## src/rtl/logic_analyzer_pkg.sv

```systemverilog
// Shared constants and FSM state type for the logic analyzer capture and display path.
package logic_analyzer_pkg;

    localparam int unsigned DISPLAY_W  = 96;
    localparam int unsigned DISPLAY_H  = 64;
    localparam int unsigned LABEL_W    = 8;
    localparam int unsigned SAMPLES    = DISPLAY_W - LABEL_W;
    localparam int unsigned PRESCALE_W = 16;
    localparam int unsigned CH_W       = 4;
    localparam int unsigned ADDR_W     = 7;

    typedef enum logic [1:0] {
        ST_IDLE,
        ST_ARMED,
        ST_CAPTURE,
        ST_DONE
    } cap_state_t;

endpackage

```

## src/rtl/capture_ram.sv

```systemverilog
// Simple dual-port sample store: one synchronous write port, one synchronous masked read port.
module capture_ram #(
    parameter int unsigned DEPTH  = 88,
    parameter int unsigned WIDTH  = 4,
    parameter int unsigned ADDR_W = 7
) (
    input  logic              i_clk,
    input  logic              i_rst,
    input  logic              i_we,
    input  logic [ADDR_W-1:0] i_waddr,
    input  logic [WIDTH-1:0]  i_wdata,
    input  logic              i_re,
    input  logic [ADDR_W-1:0] i_raddr,
    output logic [WIDTH-1:0]  o_rdata
);

    logic [WIDTH-1:0] r_mem [DEPTH];

    always_ff @(posedge i_clk) begin
        if (i_we) begin
            r_mem[i_waddr] <= i_wdata;
        end
    end

    // Masked reads return zero so the display never sees stale contents.
    always_ff @(posedge i_clk) begin
        if (i_rst) begin
            o_rdata <= '0;
        end else if (i_re) begin
            o_rdata <= r_mem[i_raddr];
        end else begin
            o_rdata <= '0;
        end
    end

endmodule

```

## src/rtl/logic_capture_buffer.sv

```systemverilog
// Probe synchroniser, sample-rate divider, edge/force trigger and one-screen capture buffer
// read out by display column.
module logic_capture_buffer
    import logic_analyzer_pkg::*;
(
    input  logic                  i_clk,
    input  logic                  i_rst,
    input  logic [CH_W-1:0]       i_probe_in,
    input  logic                  i_arm,
    input  logic                  i_force_trig,
    input  logic [1:0]            i_trig_ch,
    input  logic                  i_trig_rise,
    input  logic [PRESCALE_W-1:0] i_prescale,
    input  logic [ADDR_W-1:0]     i_x,
    output logic [CH_W-1:0]       o_sample,
    output logic                  o_armed,
    output logic                  o_done
);

    logic [CH_W-1:0]       r_sync1;
    logic [CH_W-1:0]       r_sync2;
    logic [CH_W-1:0]       r_prev;
    logic [PRESCALE_W-1:0] r_pcnt;
    logic                  r_prev_valid;
    logic                  r_force;
    logic                  r_valid;
    logic [ADDR_W-1:0]     r_waddr;
    cap_state_t            r_state;
    cap_state_t            w_state_nxt;

    logic                  w_tick;
    logic                  w_edge;
    logic                  w_force_seen;
    logic                  w_trig;
    logic                  w_we;
    logic                  w_re;
    logic                  w_in_range;
    logic [ADDR_W-1:0]     w_ram_waddr;
    logic [ADDR_W-1:0]     w_raddr;

    always_ff @(posedge i_clk) begin
        if (i_rst) begin
            r_sync1 <= '0;
            r_sync2 <= '0;
        end else begin
            r_sync1 <= i_probe_in;
            r_sync2 <= r_sync1;
        end
    end

    // Free-running divider: tick whenever the down-counter reaches zero.
    assign w_tick = (r_pcnt == '0);

    always_ff @(posedge i_clk) begin
        if (i_rst || w_tick) begin
            r_pcnt <= i_prescale;
        end else begin
            r_pcnt <= r_pcnt - PRESCALE_W'(1);
        end
    end

    assign w_edge = r_prev_valid
                  && (r_sync2[i_trig_ch] != r_prev[i_trig_ch])
                  && (r_sync2[i_trig_ch] == i_trig_rise);
    assign w_force_seen = r_force | i_force_trig;
    assign w_trig       = w_tick && (w_edge || w_force_seen);

    always_ff @(posedge i_clk) begin
        if (i_rst) begin
            r_state <= ST_IDLE;
        end else begin
            r_state <= w_state_nxt;
        end
    end

    always_comb begin
        w_state_nxt = r_state;
        w_we        = 1'b0;
        w_ram_waddr = r_waddr;
        case (r_state)
            ST_IDLE: begin
                if (i_arm) w_state_nxt = ST_ARMED;
            end
            ST_ARMED: begin
                if (w_trig) begin
                    w_we        = 1'b1;
                    w_ram_waddr = '0;
                    w_state_nxt = ST_CAPTURE;
                end
            end
            ST_CAPTURE: begin
                if (w_tick) begin
                    w_we = 1'b1;
                    if (r_waddr == ADDR_W'(SAMPLES - 1)) w_state_nxt = ST_DONE;
                end
            end
            ST_DONE: begin
                if (i_arm) w_state_nxt = ST_ARMED;
            end
            default: w_state_nxt = ST_IDLE;
        endcase
    end

    // Trigger history, force latch, write pointer and completed-capture flag.
    always_ff @(posedge i_clk) begin
        if (i_rst) begin
            r_prev       <= '0;
            r_prev_valid <= 1'b0;
            r_force      <= 1'b0;
            r_waddr      <= '0;
            r_valid      <= 1'b0;
        end else begin
            if (r_state != ST_ARMED && w_state_nxt == ST_ARMED) begin
                r_prev_valid <= 1'b0;
                r_force      <= 1'b0;
            end else if (r_state == ST_ARMED) begin
                r_force <= (w_state_nxt == ST_ARMED) && w_force_seen;
                if (w_tick) begin
                    r_prev       <= r_sync2;
                    r_prev_valid <= 1'b1;
                end
            end
            if (r_state == ST_ARMED && w_trig) begin
                r_waddr <= ADDR_W'(1);
            end else if (r_state == ST_CAPTURE && w_tick && r_waddr != ADDR_W'(SAMPLES - 1)) begin
                r_waddr <= r_waddr + ADDR_W'(1);
            end
            if (r_state == ST_CAPTURE && w_state_nxt == ST_DONE) begin
                r_valid <= 1'b1;
            end
        end
    end

    always_ff @(posedge i_clk) begin
        if (i_rst) begin
            o_armed <= 1'b0;
            o_done  <= 1'b0;
        end else begin
            o_armed <= (w_state_nxt == ST_ARMED) || (w_state_nxt == ST_CAPTURE);
            o_done  <= (w_state_nxt == ST_DONE);
        end
    end

    // Reads only while frozen in DONE and staying there, so no read ever meets the final write.
    assign w_in_range = (i_x >= ADDR_W'(LABEL_W)) && (i_x < ADDR_W'(LABEL_W + SAMPLES));
    assign w_raddr    = i_x - ADDR_W'(LABEL_W);
    assign w_re       = r_valid && (r_state == ST_DONE) && (w_state_nxt == ST_DONE) && w_in_range;

    capture_ram #(
        .DEPTH  (SAMPLES),
        .WIDTH  (CH_W),
        .ADDR_W (ADDR_W)
    ) u_ram (
        .i_clk   (i_clk),
        .i_rst   (i_rst),
        .i_we    (w_we),
        .i_waddr (w_ram_waddr),
        .i_wdata (r_sync2),
        .i_re    (w_re),
        .i_raddr (w_raddr),
        .o_rdata (o_sample)
    );

endmodule

```

## config.mk

```make
export PLATFORM = sky130hd
export DESIGN_NAME = logic_capture_buffer
export DESIGN_NICKNAME = d
export VERILOG_FILES = /design/src/rtl/logic_analyzer_pkg.sv /design/src/rtl/capture_ram.sv /design/src/rtl/logic_capture_buffer.sv
export SDC_FILE = /design/constraint.sdc
export NUM_CORES = 1
export LEC_CHECK = 0
export BUFFER_PORTS_ARGS = -buffer_cell sky130_fd_sc_hd__buf_2
export CAP_MARGIN = 0
export CORE_MARGIN = 2
export CORE_UTILIZATION = 32
export CTS_CLUSTER_SIZE = 8
export DETAILED_ROUTE_END_ITERATION = 8
export PLACE_DENSITY = 0.48
export SYNTH_ARGS = -nofsm -noshare
export SYNTH_HDL_FRONTEND = slang
export SYNTH_SLANG_ARGS = --single-unit
export TNS_END_PERCENT = 10
```

## constraint.sdc

```tcl
create_clock -name i_clk -period 8.55 [get_ports i_clk]
set_input_delay 0.855 -clock i_clk [delete_from_list [all_inputs] [get_ports i_clk]]
set_output_delay 0.855 -clock i_clk [all_outputs]
set_load 0.005 [all_outputs]
```

==> flow_summary.toml <==
[cts]
numCtsBuffers = 55
clkLatencyLatePin_ns = 0.59
htreeDepth = 2
cts.sinks = 398
cts_tree = "done"
cts_buffer_depth = 3
cts_hold_buf = 0
path_clk_slew_ns = 0.05
clock-root-buffer = "clkbuf_16"
postCtsResizedCells = 0
cts_setup_buffers = 0

[detailed_routing]
drcViolationCount = 0
vias = 8089
first_iter_violations = 506
wirelength_mm = 35.7
post_drt_wl_per_cell_um = 21.4
drt-vias-per-instance = 4.85
ant_nets = 0
dr.pass1.iters = 5

[logic_synthesis]
synth_nets = 948
synth_area_sq_mm = 0.0161
async_reset_ff_share_pct = 0
synth_cells = 905
ys_seq_area_share_pct = 71.2
synth_seq_cells = 398
synth.avg_cell_area_sq_um = 17.8
synth-edff-count = 352
synth.area.top_cells = "edfxtp_1 66%, mux4_2 15%, dfxtp_1 5.7%"
synth_cell_types = 60
synth_top_area_share_pct = 65.5
ys.flop_type = "edfxtp_1"
yosysWarnings = 0
netlist.top_cell.by_area = "edfxtp_1"

[worst_setup_path]
end_kind = "flop"
crit_path_max_incr_delay_ns = 0.88
criticalPathCategory = "flop to flop"
startpoint_type = "flop"
arrival_ns = 4.21
path_delay_family = "simple AND/OR/NAND/NOR gates"
crit_buf_inv = 1
cp.required_ns = 8.75
crit_path_cell_trace = "buf_4 -> or3b_2 -> a21oi_1 -> nor4_2 -> a21oi_2 -> nor2_1 -> nand4_1 -> nor4_1"
worstPathMaxFanout = 91
cp_slowest_cell = "nor4_1"

[sta]
rsz0062_at_grt = "no"
min_period_over_period_pct = 46.9
fmax_ghz = 0.249
worst_pin_slew_ns = 1.13
setup_violations = 0
hold_viol = 0
relSlewSlack_pct = 24.6
period_minus_slack_ns = 4.01
finalMaxSlewViolations = 0
fin_setup_tns_ns = 0
finClkSkew_ns = 0.0235

[floorplanning]
pin_count = 40
placementRows = 82
design.die.area_sq_mm = 0.0522
core_sq_mm = 0.0500
die_height_um = 229
die_width_um = 229
initial_utilization_pct = 32.3

[global_route]
grt_pass1_wl_mm = 54.7
grt_pass1_vias = 8583
track_usage_pct = 13.9
grt-ovfl-total = 0
antenna_found_initial = 0
grt_max_degree = 92

[run]
cap_violations = 0

[final_layout]
mostFrequentLayoutCells = "352 x edfxtp_1, 120 x nor2_1, 106 x mux4_2"
layout_commonest_cell = "edfxtp_1"
syn_to_final_growth_pct = 15.3
layout-drive-gt1-share_pct = 23.4
final_cell_area_sq_mm = 0.0186
diodes = 0
nets = 1008

[power]
p_leak_nw = 5.92
peakVddDrop_v = 0.000143
fin_total_pwr_w = 0.00440
power_density_mw_per_mm2 = 237

[placement]
post_dp_cell_area_sq_mm = 0.0170
post-dp-hpwl_mm = 21.4
io_buffers = 39
gp_congestion = 0.758

[min_path]
min_path_type = "flop to flop"

[outcome]
status = "finished, final reports clean"
[routing by layer]
layer / up-vias / global-route usage [%] / wire [um]
li1: 3699 / - / -
met1: 4168 / 19.1 / 16400
met2: 173 / 22.3 / 17100
met3: 49 / 2.42 / 1430
met4: 0 / 4.94 / 780
met5: - / 0 / 0
[path summary, 6_finish.rpt]
| kind | slack [ns] | cells after the start | to | start |
|---|---|---|---|---|
| worst max-delay path | 4.54 | 8 | u_ram.r_mem[31][0] | r_sync2[3] |
| worst min-delay path | 0.43 | 1 | r_sync2[0] | r_sync1[0] |
| worst max register to register | 4.54 | 8 | u_ram.r_mem[31][0] | r_sync2[3] |
| worst min register to register | 0.43 | 1 | r_sync2[0] | r_sync1[0] |
[final cells by class]
type / instances / area (sq um)
clock buffers: 85 / 1500
clock inverters: 3 / 52.6
fillers: 4701 / 31400
inverters: 10 / 37.5
multi-input cells: 453 / 4400
flip-flops and latches: 398 / 11500
well taps: 672 / 841
repair buffers: 47 / 264
[where the power goes]
group	internal, W	switching (W)	total [W]
combinational	0.000121	0.000153	0.000274
sequential	0.00213	0.0000181	0.00215
clock	0.00119	0.000788	0.00198
[worst register-to-register path: cells and delay by family, from the launching register on]
kind            cells  cell delay (ns)
buf+inv             1             0.67
simple gates        5             2.41
flops               1             0.30
compound gates      2             0.27
[synth_stat cells (all sizes together) (2+ instances only)]
cell type,n
a211oi,2
a21oi,14
a31oi,3
and2,2
and4b,2
buf,22
clkbuf,22
dfxtp,46
edfxtp,352
ha,9
inv,10
mux2i,19
mux4,106
nand2,46
nand2b,4
nand3,11
nand3b,5
nand4,5
nand4b,2
nor2,120
nor2b,15
nor3,7
nor3b,8
nor4,4
o21ai,18
o21bai,4
o22ai,4
or3,5
or3b,3
or4,3
xnor2,9
xor2,10
[flip-flops by register name (all words and copies together), names as in the netlist]
| signal | cells |
|---|---|
| r_state | 2 |
| r_prev | 4 |
| r_sync1 | 4 |
| r_prev_valid | 1 |
| r_waddr | 7 |
| o_done | 1 |
| r_pcnt | 16 |
| u_ram.r_mem | 352 |
| u_ram.o_rdata | 4 |
| r_sync2 | 4 |
| r_valid | 1 |
| r_force | 1 |
| o_armed | 1 |
[logic make-up (layout without fill, tap and decap cells)]
family          after synthesis  in the layout  share of synthesized area [%]
compound gates               54             54                           2.06
buf+inv                      54            145                           1.47
simple gates                245            245                           7.46
mux                         126            126                           16.0
flops                       398            398                           71.2
fa+ha+maj                     9              9                          0.698
xor+xnor                     19             19                           1.03
[metrics by stage]
step | hold slack, ns | cells | util, % | setup WS [ns]
3_3_place_gp | 0.427 | 1580 | 34.1 | 4.39
5_1_grt | 0.454 | 1668 | 37.2 | 4.15
3_5_place_dp | 0.426 | 1580 | 34.1 | 4.36
6_report | 0.432 | 1668 | 37.2 | 4.54
4_1_cts | 0.426 | 1668 | 37.2 | 4.49
2_1_floorplan | 0.414 | 905 | - | 4.98
Note: power is estimated with default switching activity, not from simulation.
